<file path="config.mk">
export PLATFORM = sky130hd
export DESIGN_NAME = inv_shift_rows_stream
export DESIGN_NICKNAME = d
export VERILOG_FILES = /design/src/rtl/aes_pkg.sv /design/src/rtl/sr_block_buf.sv /design/src/rtl/inv_shift_rows_stream.sv
export SDC_FILE = /design/constraint.sdc
export NUM_CORES = 1
export LEC_CHECK = 0
export CORE_ASPECT_RATIO = 2
export CORE_UTILIZATION = 66
export DETAILED_ROUTE_END_ITERATION = 12
export HOLD_SLACK_MARGIN = 0.1
export PLACE_DENSITY = 0.84
export REMOVE_ABC_BUFFERS = 1
export SYNTH_ARGS = -nofsm -noshare
export SYNTH_HDL_FRONTEND = slang
export SYNTH_SLANG_ARGS = --single-unit
</file>
<file path="constraint.sdc">
create_clock -name clk -period 6.4 [get_ports clk]
set_input_delay 1.28 -clock clk [delete_from_list [all_inputs] [get_ports clk]]
set_output_delay 1.28 -clock clk [all_outputs]
set_load 0.01 [all_outputs]
</file>
<file path="src/rtl/aes_pkg.sv">
// Shared AES definitions: block size, byte/index types and the ShiftRows
// index maps used by the byte-serial datapath blocks.
package aes_pkg;

    localparam int AES_BLOCK_BYTES = 16;
    localparam int AES_IDX_W       = $clog2(AES_BLOCK_BYTES);

    typedef logic [7:0]           aes_byte_t;
    typedef logic [AES_IDX_W-1:0] aes_idx_t;

    // Byte index k = 4*col + row; the source column rotates left by the row number.
    function automatic aes_idx_t sr_idx(input aes_idx_t k);
        logic [1:0] row;
        logic [1:0] src_col;
        row     = k[1:0];
        src_col = k[3:2] + row;
        return {src_col, row};
    endfunction

    function automatic aes_idx_t inv_sr_idx(input aes_idx_t k);
        logic [1:0] row;
        logic [1:0] src_col;
        row     = k[1:0];
        src_col = k[3:2] - row;
        return {src_col, row};
    endfunction

endpackage

</file>
<file path="src/rtl/sr_block_buf.sv">
// One 16-byte AES state buffer: indexed write port, combinational read port
// and a full flag that marks the contents as a complete block.
module sr_block_buf
    import aes_pkg::*;
(
    input  logic      clk,
    input  logic      rst,
    input  logic      wr_en,
    input  aes_idx_t  wr_idx,
    input  aes_byte_t wr_data,
    input  logic      set_full,
    input  logic      clr_full,
    input  aes_idx_t  rd_idx,
    output aes_byte_t rd_data,
    output logic      full
);

    aes_byte_t mem [AES_BLOCK_BYTES];

    // NOTE: the byte storage is deliberately not reset; the full flag alone
    // decides whether its contents are ever presented downstream.
    always_ff @(posedge clk) begin
        if (wr_en) begin
            mem[wr_idx] <= wr_data;
        end
    end

    // NOTE: state registers use non-blocking assignments so every flop
    // samples pre-edge values regardless of process evaluation order.
    always_ff @(posedge clk or posedge rst) begin
        if (rst) begin
            full <= 1'b0;
        end else if (set_full) begin
            full <= 1'b1;
        end else if (clr_full) begin
            full <= 1'b0;
        end
    end

    assign rd_data = mem[rd_idx];

endmodule

</file>
<file path="src/rtl/inv_shift_rows_stream.sv">
// Byte-serial (Inv)ShiftRows over valid/ready streams with ping-pong buffers,
// sustaining one byte per cycle; INVERSE selects decryption or encryption order.
module inv_shift_rows_stream
    import aes_pkg::*;
#(
    parameter bit INVERSE = 1'b1
)
(
    input  logic       clk,
    input  logic       rst,
    input  logic       in_valid,
    output logic       in_ready,
    input  logic [7:0] in_byte,
    output logic       out_valid,
    input  logic       out_ready,
    output logic [7:0] out_byte,
    output logic       out_last
);

    localparam aes_idx_t LAST_IDX = aes_idx_t'(AES_BLOCK_BYTES - 1);

    logic      wr_sel;
    logic      rd_sel;
    aes_idx_t  wr_cnt;
    aes_idx_t  rd_cnt;
    aes_idx_t  rd_idx;
    logic [1:0] full;
    aes_byte_t rd_data [2];

    logic wr_fire;
    logic wr_done;
    logic rd_fire;
    logic rd_done;

    // Held low throughout reset even though both full flags are already clear.
    assign in_ready  = !rst && !full[wr_sel];
    assign out_valid = full[rd_sel];
    assign out_last  = out_valid && (rd_cnt == LAST_IDX);

    assign wr_fire = in_valid && in_ready;
    assign wr_done = wr_fire && (wr_cnt == LAST_IDX);
    assign rd_fire = out_valid && out_ready;
    assign rd_done = rd_fire && (rd_cnt == LAST_IDX);

    assign rd_idx = INVERSE ? inv_sr_idx(rd_cnt) : sr_idx(rd_cnt);

    always_ff @(posedge clk or posedge rst) begin
        if (rst) begin
            wr_sel <= 1'b0;
            wr_cnt <= '0;
        end else if (wr_fire) begin
            wr_cnt <= wr_cnt + 4'd1;
            if (wr_done) begin
                wr_sel <= !wr_sel;
            end
        end
    end

    always_ff @(posedge clk or posedge rst) begin
        if (rst) begin
            rd_sel <= 1'b0;
            rd_cnt <= '0;
        end else if (rd_fire) begin
            rd_cnt <= rd_cnt + 4'd1;
            if (rd_done) begin
                rd_sel <= !rd_sel;
            end
        end
    end

    // A buffer is only ever completed while empty and drained while full,
    // so set and clear never target the same buffer in one cycle.
    for (genvar i = 0; i < 2; i++) begin : g_buf
        sr_block_buf u_buf (
            .clk      (clk),
            .rst      (rst),
            .wr_en    (wr_fire && (wr_sel == 1'(i))),
            .wr_idx   (wr_cnt),
            .wr_data  (in_byte),
            .set_full (wr_done && (wr_sel == 1'(i))),
            .clr_full (rd_done && (rd_sel == 1'(i))),
            .rd_idx   (rd_idx),
            .rd_data  (rd_data[i]),
            .full     (full[i])
        );
    end

    always_comb begin
        // NOTE: assign a default first so no branch leaves the output
        // unassigned, which would otherwise infer a latch.
        out_byte = '0;
        if (out_valid) begin
            out_byte = rd_data[rd_sel];
        end
    end

endmodule

</file>
## Word level (Yosys, flattened, before mapping)

Memories as Yosys holds them, arrays and structs flattened.
Index checks and enable logic that the tools add are counted.
W data, S select, Z words.

| storage, ports and cells | value |
|---|---|
| register bits | 12 |
| bits in writable memories | 256 |
| output and inout port bits | 11 |
| logic and storage cells | 55 |
| memories kept | 2 |

| cells by class | value |
|---|---|
| $add $sub $neg | 3 |
| $lt $le $gt $ge | 3 |
| eq/ne operators | 2 |
| mux-type cells | 16 |
| bitwise logic cells | 3 |
| reduce and logical (&&, ||, !) cells | 20 |

Memories:

| name | depth | width | read ports | clocked after memory_dff | wr ports | RTL line | source |
|---|---|---|---|---|---|---|---|
| g_buf[0].u_buf.mem | 16 | 8 | 1 | 0 | 1 | sr_block_buf.sv:18 | `aes_byte_t mem [AES_BLOCK_BYTES];` |
| g_buf[1].u_buf.mem | 16 | 8 | 1 | 0 | 1 | sr_block_buf.sv:18 |  |

Operators with widths:

| cell | number |
|---|---|
| $mux W8 | 4 |
| $logic_and A1 B1 Y1 | 12 |
| $mux W1 | 12 |
| $add A4 B1 Y4 const B | 2 |
| $eq A4 B4 Y1 const B | 2 |
| $logic_not A1 Y1 | 4 |
| $lt A1 B2 Y1 const B | 2 |
| $reduce_and A2 Y1 | 2 |
| $reduce_bool A2 Y1 | 2 |
| $ge A2 B2 Y1 const B | 1 |
| $not A1 Y1 | 2 |
| $not A1 Y2 | 1 |
| $sub A2 B2 Y2 | 1 |

## Depth between registers and ports, before layout

| logic depth | value |
|---|---|
| depth after elaboration | 8 |
| depth in mapped cells | 8 |
| mapped depth without buffers | 6 |

## Cells and area by module

Synthesis repeated with hierarchy kept, for this count alone.

| unflattened totals | value |
|---|---|
| cell total of the unflattened synthesis | 523 |
| area, all modules | 10759.1 um^2 |

Modules (own cells, without submodules):

| module | times used | cells each | area an instance (um^2) | seq. area each (um^2) |
|---|---|---|---|---|
| sr_block_buf | 2 | 225 | 5027.3 | 3868.7 |
| inv_shift_rows_stream | 1 | 73 | 704.4 | 250.2 |

## Least setup slack after synthesis

No wires, ideal clock.

| timing path | value |
|---|---|
| path kind | register to output |
| from | register rd_cnt[2] |
| to | output out_byte[3] |
| arrival | 2.132 ns |
| required time | 5.120 ns |
| setup slack | 2.988 ns |
| stages on the path, launching flop included | 8 |
| buffers on the path | 2 |
| cells stage by stage | dfrtp_1 > inv_1 > ha_1 > buf_2 > buf_1 > mux4_2 > a221o_1 > a31oi_1 |

| on the way | value |
|---|---|
| longest elaborated chain between the ends | 6 |
| elaborated cells between the ends (all ways) | 7 |
| those cells by class | add/sub (1); mux (4); memory (2) |

Ends and longest elaborated chain:

| what | RTL line | source |
|---|---|---|
| from (decl) | inv_shift_rows_stream.sv:25 | `aes_idx_t rd_cnt;` |
| from (signal assigned) | inv_shift_rows_stream.sv:64 | `rd_cnt <= rd_cnt + 4'd1;` |
| $sub A2 B2 Y2 * | aes_pkg.sv:24 | `src_col = k[3:2] - row;` |
| $mem_v2 Z16 W8 | -- |  |
| $mux W8 (implied by the code) * (3 in series) | inv_shift_rows_stream.sv:93 | `out_byte = rd_data[rd_sel];` |
| $mux W8 * | inv_shift_rows_stream.sv:92 | `if (out_valid) begin` |
| to (decl) | inv_shift_rows_stream.sv:16 | `output logic [7:0] out_byte,` |

Every way passes the cells marked *; elsewhere a longest branch is shown, timed or not. The select of a mux whose other input is x is not followed.

## Worst setup path in the final report

| timing path | value |
|---|---|
| from | register rd_cnt[0] |
| to | output out_byte[4] |

| on the way | value |
|---|---|
| longest elaborated chain between the ends | 6 |
| elaborated cells between the ends (all ways) | 7 |
| those cells by class | add/sub (1); mux (4); memory (2) |

Ends and longest elaborated chain:

| what | RTL line |
|---|---|
| $sub A2 B2 Y2 | aes_pkg.sv:24 |
| $mem_v2 Z16 W8 | -- |
| $mux W8 (implied by the code) * (3 in series) | inv_shift_rows_stream.sv:93 |
| $mux W8 * | inv_shift_rows_stream.sv:92 |

Marked as above.

==> results.md <==
- Most area-consuming cells after synthesis: sky130_fd_sc_hd__edfxtp_1, sky130_fd_sc_hd__mux4_2, sky130_fd_sc_hd__mux2i_1
- Final non-filler cell area: 11,800 um2
- Pins over their slew limit: 0
- FF+latch area: 7990 um2
- Buffer count from post-CTS setup fixing: 0
- Length of routed wiring on met1: 7.37 mm
- Clock Tree Root: sky130_fd_sc_hd__clkbuf_16
- Count of different cell masters after synthesis: 45
- Met2 Routed Length: 12.2 mm
- Largest net degree at the start of global routing: 44
- Setup repair after global routing missed its margin: no
- GRT overflow: 0
- Rel. slew slack: 9.97%
- Min Tclk post-route: 5.32 ns
- Weighted congestion at the end of routability-driven global placement: 0.862
- Worst setup SP type: flip-flop
- Yosys synthesis warning count: 0
- Starting utilization of the core area: 68.0%
- Compound-cell area share of the yosys netlist: 1.96%
- Dominant combinational cell family by area after synthesis: multiplexers
- Synthesis-to-layout area growth: 9.92%
- Number of I/O port buffers: 22
- Core ar.: 15,900 um2
- Die boundary height: 183 um
- Mux share of post-synthesis cell area: 16.2%
- Part of the total power dissipated in combinational logic: 32.1%
- Number of detailed-routing iterations run before antenna repair: 6
- Endpoint type of the worst setup path: output pin
- Global-route wire length before repair: 32.7 mm
- Clock edge transition at the registers on the reported setup and hold paths: 0.07 ns
- Synth Area per Inst: 19.9 um2
- Area share of the largest cell type after synthesis: 71.3%
- Aggregate negative setup slack: 0 ns
- Worst hold-check path type: flip-flop to flip-flop
- Overall routed net length: 21.8 mm
- TritonCTS clock tree: built
- Post-CTS Resized: 0
- Number of failing hold endpoints at the final stage: 0
- Power per unit of standard cell area: 435 nW/um2
- Post-route DRC violation count: 0
- DRT iter0 DRCs: 604
- Post-Route Skew: 0.0159 ns
- Max H-tree Level: 1
- Post-synth EDFFs: 256
- Synth Instances: 541
- Via count: 5,202
- Period utilisation layout: 83.1%
- Xor-xnor portion of the synthesized cell area: 1.03%
- Detailed route wirelength on metal3: 1.27 mm
- Actual transition at the worst max-transition pin: 1.35 ns
- Post-Synthesis Cell Area: 10,800 um2
- Insertion delay to the later sink of the worst-skew pair: 0.51 ns
- Uppermost layer routed: met4
- Instance area at placement: 11,100 um2
- Clock tree sinks: 268
- Highest attainable clock frequency: 188 MHz
- Post-synthesis simple-gate area fraction: 4.03%
- #FFs+latches synth: 268
- Final-stage net count: 582
- Via count of the first global-routing pass: 5,427
- Data arrival time of the critical path: 4.04 ns
- Overall fraction of global-route tracks in use: 27.4%
- CTS hold repair buffers: 0
- Result of the run: complete, no violations
- Switching power of the nets: 0.00157 W
- Final HPWL DP: 14.3 mm
- Footprint of the multi-input gates: 2580 um2
- Initial antenna violation count: 0
- Final setup violation count: 0
- Number of nets with antenna violations after detailed routing: 0
- Setup slack at placement: 1.60 ns
- Antenna Cells: 0
- Switching share of total power: 30.5%
- WP data required: 5.12 ns
- Top Ports: 23
- Clock group share of total power: 26.7%
- Maximum fanout count along the critical path: 31
- Chip width: 92.4 um
- Number of clock buffers inserted by TritonCTS: 22
- Cell taking the most area after synthesis: sky130_fd_sc_hd__edfxtp_1
- Average routed wire per standard cell: 28.0 um
- Number of fill cells: 870
- Class of the most critical setup path: flip-flop to output pin
- Adder-cell share of the synthesized area: 0.697%
- Share of power burned in registers: 41.2%
- Sequential area share after synthesis: 74.1%
- Main flop type after synthesis: sky130_fd_sc_hd__edfxtp_1
- Reported leakage power: 3.83 nW
- Clock Path Buffers: 3
- Internal power: 0.00358 W
- Fraction of registers with async set or reset after synthesis: 4.48%
- Count of max-cap constraint violations: 0
- Worst setup slack after layout: 1.08 ns
- Die area: 16,900 um2
- Share of layout cells above drive strength 1: 17.2%
- Via count normalized by instance count: 6.66
- Number of placement rows: 65
- Highest ir drop seen on vdd: 0.000296 V
kinds of logic (layout without fill, tap and decap cells):
| logic type | count (synthesis) | count (layout) |
|---|---|---|
| xor gates and xnor gates | 11 | 11 |
| DFF | 268 | 268 |
| AOI/OAI and AO/OA | 28 | 28 |
| muxes | 99 | 99 |
| buffers and inverters | 34 | 73 |
| adders and majority gates | 6 | 6 |
| and+or+nand+nor | 95 | 95 |
Yosys cell counts (2+ instances only):
master and n:
sky130_fd_sc_hd__a221o_1 5, sky130_fd_sc_hd__a22oi_1 2, sky130_fd_sc_hd__a31oi_1 6, sky130_fd_sc_hd__and3_1 4
sky130_fd_sc_hd__buf_1 2, sky130_fd_sc_hd__buf_2 10, sky130_fd_sc_hd__buf_4 2, sky130_fd_sc_hd__buf_6 6
sky130_fd_sc_hd__clkbuf_1 4, sky130_fd_sc_hd__dfrtp_1 12, sky130_fd_sc_hd__edfxtp_1 256, sky130_fd_sc_hd__ha_1 6
sky130_fd_sc_hd__inv_1 8, sky130_fd_sc_hd__mux2_2 10, sky130_fd_sc_hd__mux2i_1 32, sky130_fd_sc_hd__mux4_1 8
sky130_fd_sc_hd__mux4_2 49, sky130_fd_sc_hd__nand2_1 20, sky130_fd_sc_hd__nand2b_1 6, sky130_fd_sc_hd__nand3_1 8
sky130_fd_sc_hd__nand4_1 4, sky130_fd_sc_hd__nor2_1 40, sky130_fd_sc_hd__nor2b_1 5, sky130_fd_sc_hd__nor3_1 2
sky130_fd_sc_hd__o211ai_1 2, sky130_fd_sc_hd__o21ai_0 2, sky130_fd_sc_hd__o22ai_1 4, sky130_fd_sc_hd__xnor2_1 9
flip-flops by register name, indices dropped and copies added (netlist names):
| signal | cells |
|---|---|
| g_buf.u_buf.mem | 256 |
| rd_cnt | 4 |
| wr_sel | 1 |
| wr_cnt | 4 |
| g_buf.u_buf.full | 2 |
| rd_sel | 1 |
final cells by class:
type | count | area share, %
inverters | 8 | 0.254
repair buffers | 25 | 2.05
clock buffers | 27 | 4.99
well taps | 201 | 2.12
multi-input cells | 239 | 21.8
clock inverters | 13 | 1.34
flip-flops and latches | 268 | 67.5
worst max-delay path, cell delays in order (launching register included):
cell and delay (ns):
sky130_fd_sc_hd__dfrtp_4 0.68, sky130_fd_sc_hd__ha_1 0.88, sky130_fd_sc_hd__buf_4 0.41, sky130_fd_sc_hd__mux4_2 0.35, sky130_fd_sc_hd__mux4_2 0.47, sky130_fd_sc_hd__a31o_2 0.26
sky130_fd_sc_hd__clkdlybuf4s50_1 0.47
final timing paths:
check	cells after the start	endpoint	from	slack [ns]
max in group asynchronous	2	rd_cnt[0]	rst	4.82
max reg2reg	5	g_buf[0].u_buf.full	rd_cnt[0]	3.80
min	1	rd_cnt[2]	rd_cnt[2]	0.54
max	6	out_byte[4]	rd_cnt[0]	1.08
min reg2reg	1	rd_cnt[2]	rd_cnt[2]	0.54
min in group asynchronous	2	wr_sel	rst	1.18
power by group through the flow:
stage / Combinational (W) / Clock, W / Sequential (W)
floorplan: 0.00111 / 0 / 0.00220
global placement: 0.00160 / 0 / 0.00215
detailed placement: 0.00164 / 0 / 0.00216
CTS: 0.00166 / 0.00139 / 0.00212
global route: 0.00175 / 0.00145 / 0.00213
finish: 0.00166 / 0.00138 / 0.00212
layer usage:
layer / vias up / global-route usage [%]
li1: 2245 / -
met1: 2648 / 32.3
met2: 257 / 49.9
met3: 52 / 2.92
met4: 0 / 12.6
met5: - / 0
cells in the final DEF (no fill, tap or decap), drive strengths merged, types with 2 or more instances in the layout:
| master | instances |
|---|---|
| ha | 6 |
| nand4 | 4 |
| inv | 10 |
| mux2 | 10 |
| nand2 | 20 |
| a22oi | 2 |
| dfrtp | 12 |
| clkinv | 5 |
| o211ai | 2 |
| nor2 | 40 |
| nor3 | 2 |
| and3 | 4 |
| or2 | 2 |
| clkbuf | 27 |
| nor2b | 5 |
| clkdlybuf4s50 | 22 |
| a31oi | 6 |
| xnor2 | 9 |
| nand2b | 6 |
| o22ai | 4 |
| buf | 3 |
| edfxtp | 256 |
| a221o | 5 |
| mux2i | 32 |
| bufinv | 3 |
| mux4 | 57 |
| o21ai | 2 |
| clkinvlp | 3 |
| nand3 | 8 |
through the flow:
step / hold slack, ns / util [%] / instances / total power [W]
finish: 0.543 / 74.7 / 781 / 0.00515
global route: 0.570 / 74.7 / 781 / 0.00533
CTS: 0.539 / 74.7 / 781 / 0.00517
detailed placement: 0.521 / 70.0 / 741 / 0.00380
global placement: 0.508 / 70.0 / 741 / 0.00375
floorplan: 0.485 / - / 515 / 0.00331
No activity file was read; power rests on OpenSTA's default activity.
